## config.mk

```make
export PLATFORM = sky130hd
export DESIGN_NAME = product_accumulator
export DESIGN_NICKNAME = d
export VERILOG_FILES = /design/src/rtl/product_accumulator.sv
export SDC_FILE = /design/constraint.sdc
export NUM_CORES = 1
export LEC_CHECK = 0
export CORE_MARGIN = 2
export CORE_UTILIZATION = 35
export CTS_CLUSTER_SIZE = 28
export DETAILED_ROUTE_END_ITERATION = 12
export HOLD_SLACK_MARGIN = 0.1
export PLACE_DENSITY = 0.63
export SLEW_MARGIN = 20
export SYNTH_ARGS = -nofsm -noshare
export SYNTH_HDL_FRONTEND = slang
export SYNTH_SLANG_ARGS = --single-unit
export TNS_END_PERCENT = 5
```

## constraint.sdc

```tcl
create_clock -name clk -period 3.2 [get_ports clk]
set_clock_uncertainty 0.15 [all_clocks]
set_input_delay 0.64 -clock clk [delete_from_list [all_inputs] [get_ports clk]]
set_output_delay 0.64 -clock clk [all_outputs]
set_load 0.05 [all_outputs]
```

## src/rtl/product_accumulator.sv

```systemverilog
// Product accumulator: sums LEN unsigned products into one AW-bit vector result.
// Latency: result (out_valid) is registered, one cycle after the accept that completes the vector.
// Backpressure: in_ready drops while a result waits in DONE; in_ready returns the cycle after out_ready handshake.
// Optional feature: define PRODUCT_ACCUMULATOR_SAT_EN to saturate on overflow instead of wrapping.
module product_accumulator #(
  parameter int PW  = 9,
  parameter int AW  = 16,
  parameter int LEN = 4
) (
  input  logic                         clk,
  input  logic                         rst,
  input  logic                         in_valid,
  output logic                         in_ready,
  input  logic [PW-1:0]                prod,
  output logic                         out_valid,
  input  logic                         out_ready,
  output logic [AW-1:0]                acc_out,
  output logic                         ovf,
  output logic [$clog2(LEN+1)-1:0]     cnt
);

  localparam int CW = $clog2(LEN + 1);

  typedef enum logic [1:0] {
    IDLE = 2'd0,
    ACC  = 2'd1,
    DONE = 2'd2
  } state_t;

  state_t          r_state;
  logic [AW-1:0]   r_acc;
  logic            r_ovf;
  logic [CW-1:0]   r_cnt;
  logic            r_out_valid;
  logic            r_in_ready;

  logic            w_accept;
  logic [AW:0]     w_sum;
  logic            w_carry;
  logic [AW-1:0]   w_acc_nxt;
  logic [CW-1:0]   w_cnt_nxt;
  logic            w_last;
  logic            w_release;

  // r_in_ready always mirrors (state != DONE) outside reset, so it alone gates accepts.
  assign w_accept  = in_valid && r_in_ready;
  // Product zero-extended one bit beyond the accumulator so the carry is visible.
  assign w_sum     = {1'b0, r_acc} + {{(AW + 1 - PW){1'b0}}, prod};
  assign w_carry   = w_sum[AW];
  assign w_cnt_nxt = r_cnt + CW'(1);
  assign w_last    = (w_cnt_nxt == CW'(LEN));
  assign w_release = r_out_valid && out_ready;

`ifdef PRODUCT_ACCUMULATOR_SAT_EN
  // Once the vector has overflowed, it stays pinned at all-ones until the result is taken.
  assign w_acc_nxt = (w_carry || r_ovf) ? {AW{1'b1}} : w_sum[AW-1:0];
`else
  // Modulo 2^AW: simply drop the carry.
  assign w_acc_nxt = w_sum[AW-1:0];
`endif

  // Vector FSM: accumulate LEN accepts, hold the result in DONE until the consumer takes it.
  always_ff @(posedge clk or posedge rst) begin
    if (rst) begin
      r_state     <= IDLE;
      r_acc       <= '0;
      r_ovf       <= 1'b0;
      r_cnt       <= '0;
      r_out_valid <= 1'b0;
      r_in_ready  <= 1'b0;
    end else begin
      case (r_state)
        IDLE, ACC: begin
          if (w_accept) begin
            r_acc <= w_acc_nxt;
            r_ovf <= r_ovf | w_carry;
            r_cnt <= w_cnt_nxt;
            if (w_last) begin
              // Covers both LEN==1 (straight from IDLE) and the final product in ACC.
              r_state     <= DONE;
              r_out_valid <= 1'b1;
              r_in_ready  <= 1'b0;
            end else begin
              r_state     <= ACC;
              r_in_ready  <= 1'b1;
            end
          end else begin
            // Bubble: hold everything; in_ready also recovers here after reset release.
            r_in_ready <= 1'b1;
          end
        end
        DONE: begin
          // in_valid is ignored here; upstream keeps its data until in_ready returns.
          if (w_release) begin
            r_state     <= IDLE;
            r_acc       <= '0;
            r_ovf       <= 1'b0;
            r_cnt       <= '0;
            r_out_valid <= 1'b0;
            r_in_ready  <= 1'b1;
          end
        end
        default: begin
          r_state     <= IDLE;
          r_acc       <= '0;
          r_ovf       <= 1'b0;
          r_cnt       <= '0;
          r_out_valid <= 1'b0;
          r_in_ready  <= 1'b1;
        end
      endcase
    end
  end

  assign in_ready  = r_in_ready;
  assign out_valid = r_out_valid;
  assign acc_out   = r_acc;
  assign ovf       = r_ovf;
  assign cnt       = r_cnt;

endmodule

```

# Word level (Yosys, flattened, before mapping)
# Cells that the tools add are included.
# totals
word_cells	41
regBits	24
input_bits	13
output_inout_bits	22
# classes
reduce_logical	6
add_sub_neg	2
bitwise_logic	1
n_eq_ne	6
mux	20
# ops
op	n
16-bit 2-to-1 mux	2
16-bit one-hot mux with 2 select lines	1
16-bit by 9-bit adder with 17-bit output	1
1-bit 2-to-1 mux	7
2-bit 2-to-1 mux	3
3-bit 2-to-1 mux	2
2-bit inequality test, second input constant	3
1-bit one-hot mux with 2 select lines	3
3-bit one-hot mux with 2 select lines	1
2-bit one-hot mux with 2 select lines	1
3-bit by 1-bit adder with 3-bit output, second input constant	1
3-bit == test, second input constant	1
3-bit AND reduction	1
2-bit by 1-bit == test with 1-bit output, second input constant	1
2-bit == test, second input constant	1
1-bit logical AND	2
2-bit logical NOT	1
2-bit AND reduction	1
2-bit OR reduction	1
1-bit OR	1

# Logic depth before layout (Yosys ltp)
# depth
ltp_word	5
depth_mapped	8
depth_no_buf	8

# Worst setup path before layout
# OpenSTA, ideal clock, no wires.
# synth_timing
kind	flip-flop to flip-flop
startpoint	register r_acc[0] (netlist: acc_out[0])
endpoint	register r_acc[14] (netlist: acc_out[14])
path_slack_ns	0.599
setup_ns	0.139
synth_period_minus_slack_ns	2.601
n_path_buf	0
t_required_ns	2.911
stages_incl_launch_ff	9
t_arrival_ns	2.313
path_cell_list	dfrtp_1 ha_1 fa_1 a211oi_1 o21ai_1 a31oi_1 and4bb_1 xnor2_1 nor2_1
# synth_between
elab_chain_len	3
# synth_rtl
element	line	source
start, declared	31	logic [AW-1:0] r_acc;
start signal, assigned	75	r_acc <= w_acc_nxt;
16-bit by 9-bit adder with 17-bit output	48	assign w_sum = {1'b0, r_acc} + {{(AW + 1 - PW){1'b0}}, prod};
16-bit 2-to-1 mux	74	if (w_accept) begin
16-bit one-hot mux with 2 select lines	72	case (r_state)
# Every way passes these cells. The select of a mux whose other input is x is not followed.
# A chain may end at the register's enable or synchronous reset.

# Worst setup path after layout
# layout_timing
startpoint	input prod[0]
endpoint	register r_ovf (netlist: ovf)
# layout_between
elab_chain_len	4
# layout_rtl
element	line	source
start, declared	14	input logic [PW-1:0] prod,
16-bit by 9-bit adder with 17-bit output	48	
1-bit OR	76	r_ovf <= r_ovf | w_carry;
1-bit 2-to-1 mux	74	
1-bit one-hot mux with 2 select lines	72	
end signal, assigned	76	
end, declared	32	logic r_ovf;
# Every way passes these cells. The select of a mux whose other input is x is not followed.

==> results.py <==
metrics = {
    "worst_setup_path": {
        "reg2reg_from": "acc_out[0]$_DFFE_PP0P_",
        "crit_path_start_kind": "input port",
        "worstSetupEndpointType": "flip-flop",
        "arrival_ns": 2.90,
        "cp-startpoint": "prod[0]",
        "r2r_slack_ns": 0.71,
        "worstReg2RegEnd": "ovf$_DFFE_PP0P_",
        "crit_fanout": 3,
        "crit_required_ns": 3.22,
        "worstSetupPathType": "input port to flip-flop",
        "r2r_cells": 9,
    },
    "yosys": {
        "synth_compound_area_share_pct": 18.65,
        "yosys_register_bits": 24,
        "synthFlopType": "dfrtp_1",
        "synth_area_leaders": "dfrtp_1 (42%), ha_1 (9.5%), nand2_1 (4.9%)",
        "synth_area_per_cell_um2": 9.748,
        "netlist_area_um2": 1443,
        "synth_simple_gate_area_share_pct": 19.86,
        "netlist_instances": 148,
        "synthDistinctLibCells": 34,
        "syn_nets": 173,
        "async_reset_ff_share_pct": 100.0,
        "synth_top_area_cell": "dfrtp_1",
        "ys_warn_count": 0,
        "synth_top_area_share_pct": 41.63,
        "seq_area_frac_synth_pct": 41.63,
        "synth_fa_ha_area_share_pct": 10.93,
        "synth_edf_count": 0,
        "synth_xor_area_share_pct": 6.071,
        "synth_top_family_by_area": "simple AND/OR/NAND/NOR gates",
        "synth_mux_area_share_pct": 0.7806,
    },
    "floorplanning": {
        "die_y_um": 68.20,
        "num_io_pins": 35,
        "die_area_um2": 4651,
        "core_um2": 3971,
        "initial_core_util_pct": 36.33,
        "rows": 23,
        "fp.dieW_um": 68.20,
    },
    "min_path": {
        "holdPathEnd": "acc_out[0]$_DFFE_PP0P_",
        "worstHoldStart": "acc_out[0]$_DFFE_PP0P_",
        "hp-class": "flip-flop to flip-flop",
        "min_path_cells": 2,
    },
    "placement": {
        "gp_congestion": 0.8604,
        "port_buffers": 34,
        "place_inst": 235,
        "place_hpwl_um": 2517,
    },
    "global_route": {
        "grt_pass1_wl_um": 5223,
        "grt_usage_pct": 15.21,
        "antenna_found_initial": 0,
        "grt_overflow": 0,
        "grt_max_degree": 25,
        "grt_pass1_vias": 1162,
    },
    "cells_and_area": {
        "final_nets": 215,
        "area_growth_pct": 32.61,
        "drive_gt1_share_pct": 7.979,
        "num-fill-cells": 374,
        "stdcell_count": 238,
        "num_antenna_cells": 0,
    },
    "clocking": {
        "cts_hold_buffers": 0,
        "numCtsBuffers": 3,
        "cts_setup_buffers": 0,
        "root_buffer": "clkbuf_8",
        "clockBufferDepth": 2,
        "path_clk_slew_ns": 0.09,
        "worst_skew_pair.late_latency_ns": 0.27,
        "tritoncts": "yes",
        "cts_resized": 0,
        "h-tree-depth": 1,
        "clock-sinks": 24,
    },
    "route": {
        "vias": 1248,
        "ant_nets": 0,
        "drcViolationCount": 0,
        "totalWireLength_um": 3280,
        "vias_per_cell": 5.244,
        "routedWlPerCell_um": 13.78,
        "dr.pass1.iters": 4,
        "drtIter0Drc": 51,
    },
    "pwr": {
        "p_leak_nw": 0.8477,
        "p_per_area_nw_per_um2": 1037,
        "vdd_drop_max_mv": 0.3993,
        "power.total_mw": 1.985,
    },
    "sta": {
        "worstMarginPinSlew_ns": 0.9423,
        "slew_violations": 0,
        "rsz0062_at_grt": "no",
        "setup_viol": 0,
        "post-route-period-util_pct": 90.00,
        "fin_crit_ns": 2.880,
        "maxSlewHeadroom_pct": 37.11,
        "timing_hold_violations_final": 0,
        "fmax_mhz": 347.2,
        "fin_tns_setup_ns": 0,
    },
    "job": {
        "drv_cap": 0,
    },
    "status": {
        "status": "complete, no violations",
    },
}
[final cells by class]
class / count / area (um^2) / area share [%]
clock buffers: 3 / 41.29 / 2.158
inverters: 3 / 11.26 / 0.5886
multi-input cells: 118 / 812.0 / 42.45
flip-flops and latches: 24 / 600.6 / 31.39
well taps: 50 / 62.56 / 3.270
repair buffers: 40 / 385.4 / 20.14
[synth_stat cells (2+ instances only)]
| cell | count |
|---|---|
| o31ai_1 | 2 |
| nor2_1 | 13 |
| xor2_1 | 4 |
| o21a_1 | 5 |
| ha_1 | 11 |
| or3_1 | 2 |
| a21oi_1 | 10 |
| a31oi_1 | 2 |
| nand4_1 | 2 |
| nand2_1 | 19 |
| inv_1 | 2 |
| o211ai_1 | 2 |
| nand3_1 | 7 |
| and3_1 | 2 |
| a22o_1 | 2 |
| nand3b_4 | 2 |
| o21ai_0 | 8 |
| nor2b_1 | 5 |
| nor3_1 | 2 |
| a211oi_1 | 3 |
| xnor2_1 | 6 |
| clkbuf_1 | 2 |
| dfrtp_1 | 24 |
[worst max-delay path: stages]
cell and delay [ns]:
clkdlybuf4s50_1 0.41, ha_1 0.23, fa_1 0.39, a211oi_1 0.28, o21ai_1 0.17, a31oi_1 0.32, buf_4 0.18, nor3_1 0.05
a31oi_1 0.18, nor2_1 0.06
[routing by layer]
layer / global-route usage [%] / share of wire [%]
met5: 0 / 0
met4: 7.750 / 2.0
met3: 2.796 / 4.6
met2: 23.91 / 48
met1: 19.94 / 46
[worst max-delay path by stage]
stage	endpoint	slack (ns)	depth (start not counted)
global placement	ovf$_DFFE_PP0P_	0.10	10
CTS	ovf$_DFFE_PP0P_	0.31	10
finish	ovf$_DFFE_PP0P_	0.32	10
floorplan	acc_out[14]$_DFFE_PP0P_	0.60	8
detailed placement	ovf$_DFFE_PP0P_	0.04	10
global route	ovf$_DFFE_PP0P_	0.17	10
[kinds of logic after synthesis]
logic type / after synthesis
muxes: 1
adders and majority gates: 12
DFF: 24
xor gates and xnor gates: 10
buffers and inverters: 6
and+or+nand+nor: 55
AOI/OAI and AO/OA: 40
[flip-flops by register name, summed over array words and instances, names as in the netlist]
| register | cells |
|---|---|
| in_ready | 1 |
| cnt | 3 |
| r_state | 2 |
| acc_out | 16 |
| out_valid | 1 |
| ovf | 1 |
[layout by cell type, fill, tap and decap left out, types with 2 or more instances in the layout]
master            n
o21ai_0           8
clkbuf_8          3
a31oi_1           2
and3_1            2
o31ai_1           2
ha_1             11
nand2_1          19
or3_1             2
dfrtp_1          24
a22o_1            2
xor2_1            4
o21a_1            5
nor3_1            2
nand3b_4          2
nor2b_1           5
o211ai_1          2
buf_4             6
a21oi_1          10
inv_1             2
xnor2_1           6
nand3_1           7
clkdlybuf4s50_1  34
nand4_1           2
a211oi_1          3
nor2_1           13
[power by group]
part           leakage, nW  internal (mW)  switching (mW)
Combinational        0.531          0.482           0.774
Clock               0.0216         0.0846           0.102
Sequential           0.295          0.419           0.124
Total                0.848          0.986           0.999
[metrics by stage]
step	util, %	area (um^2)	setup WS (ns)	hold WS (ns)
6_report	48.17	1913	0.3200	0.3653
5_1_grt	48.17	1913	0.1720	0.4082
4_1_cts	48.17	1913	0.3138	0.3708
3_5_place_dp	47.13	1872	0.03848	0.3512
3_3_place_gp	47.13	1872	0.1002	0.3383
2_1_floorplan	-	1443	0.5987	0.3446
Power figures use the tool's default switching activity.
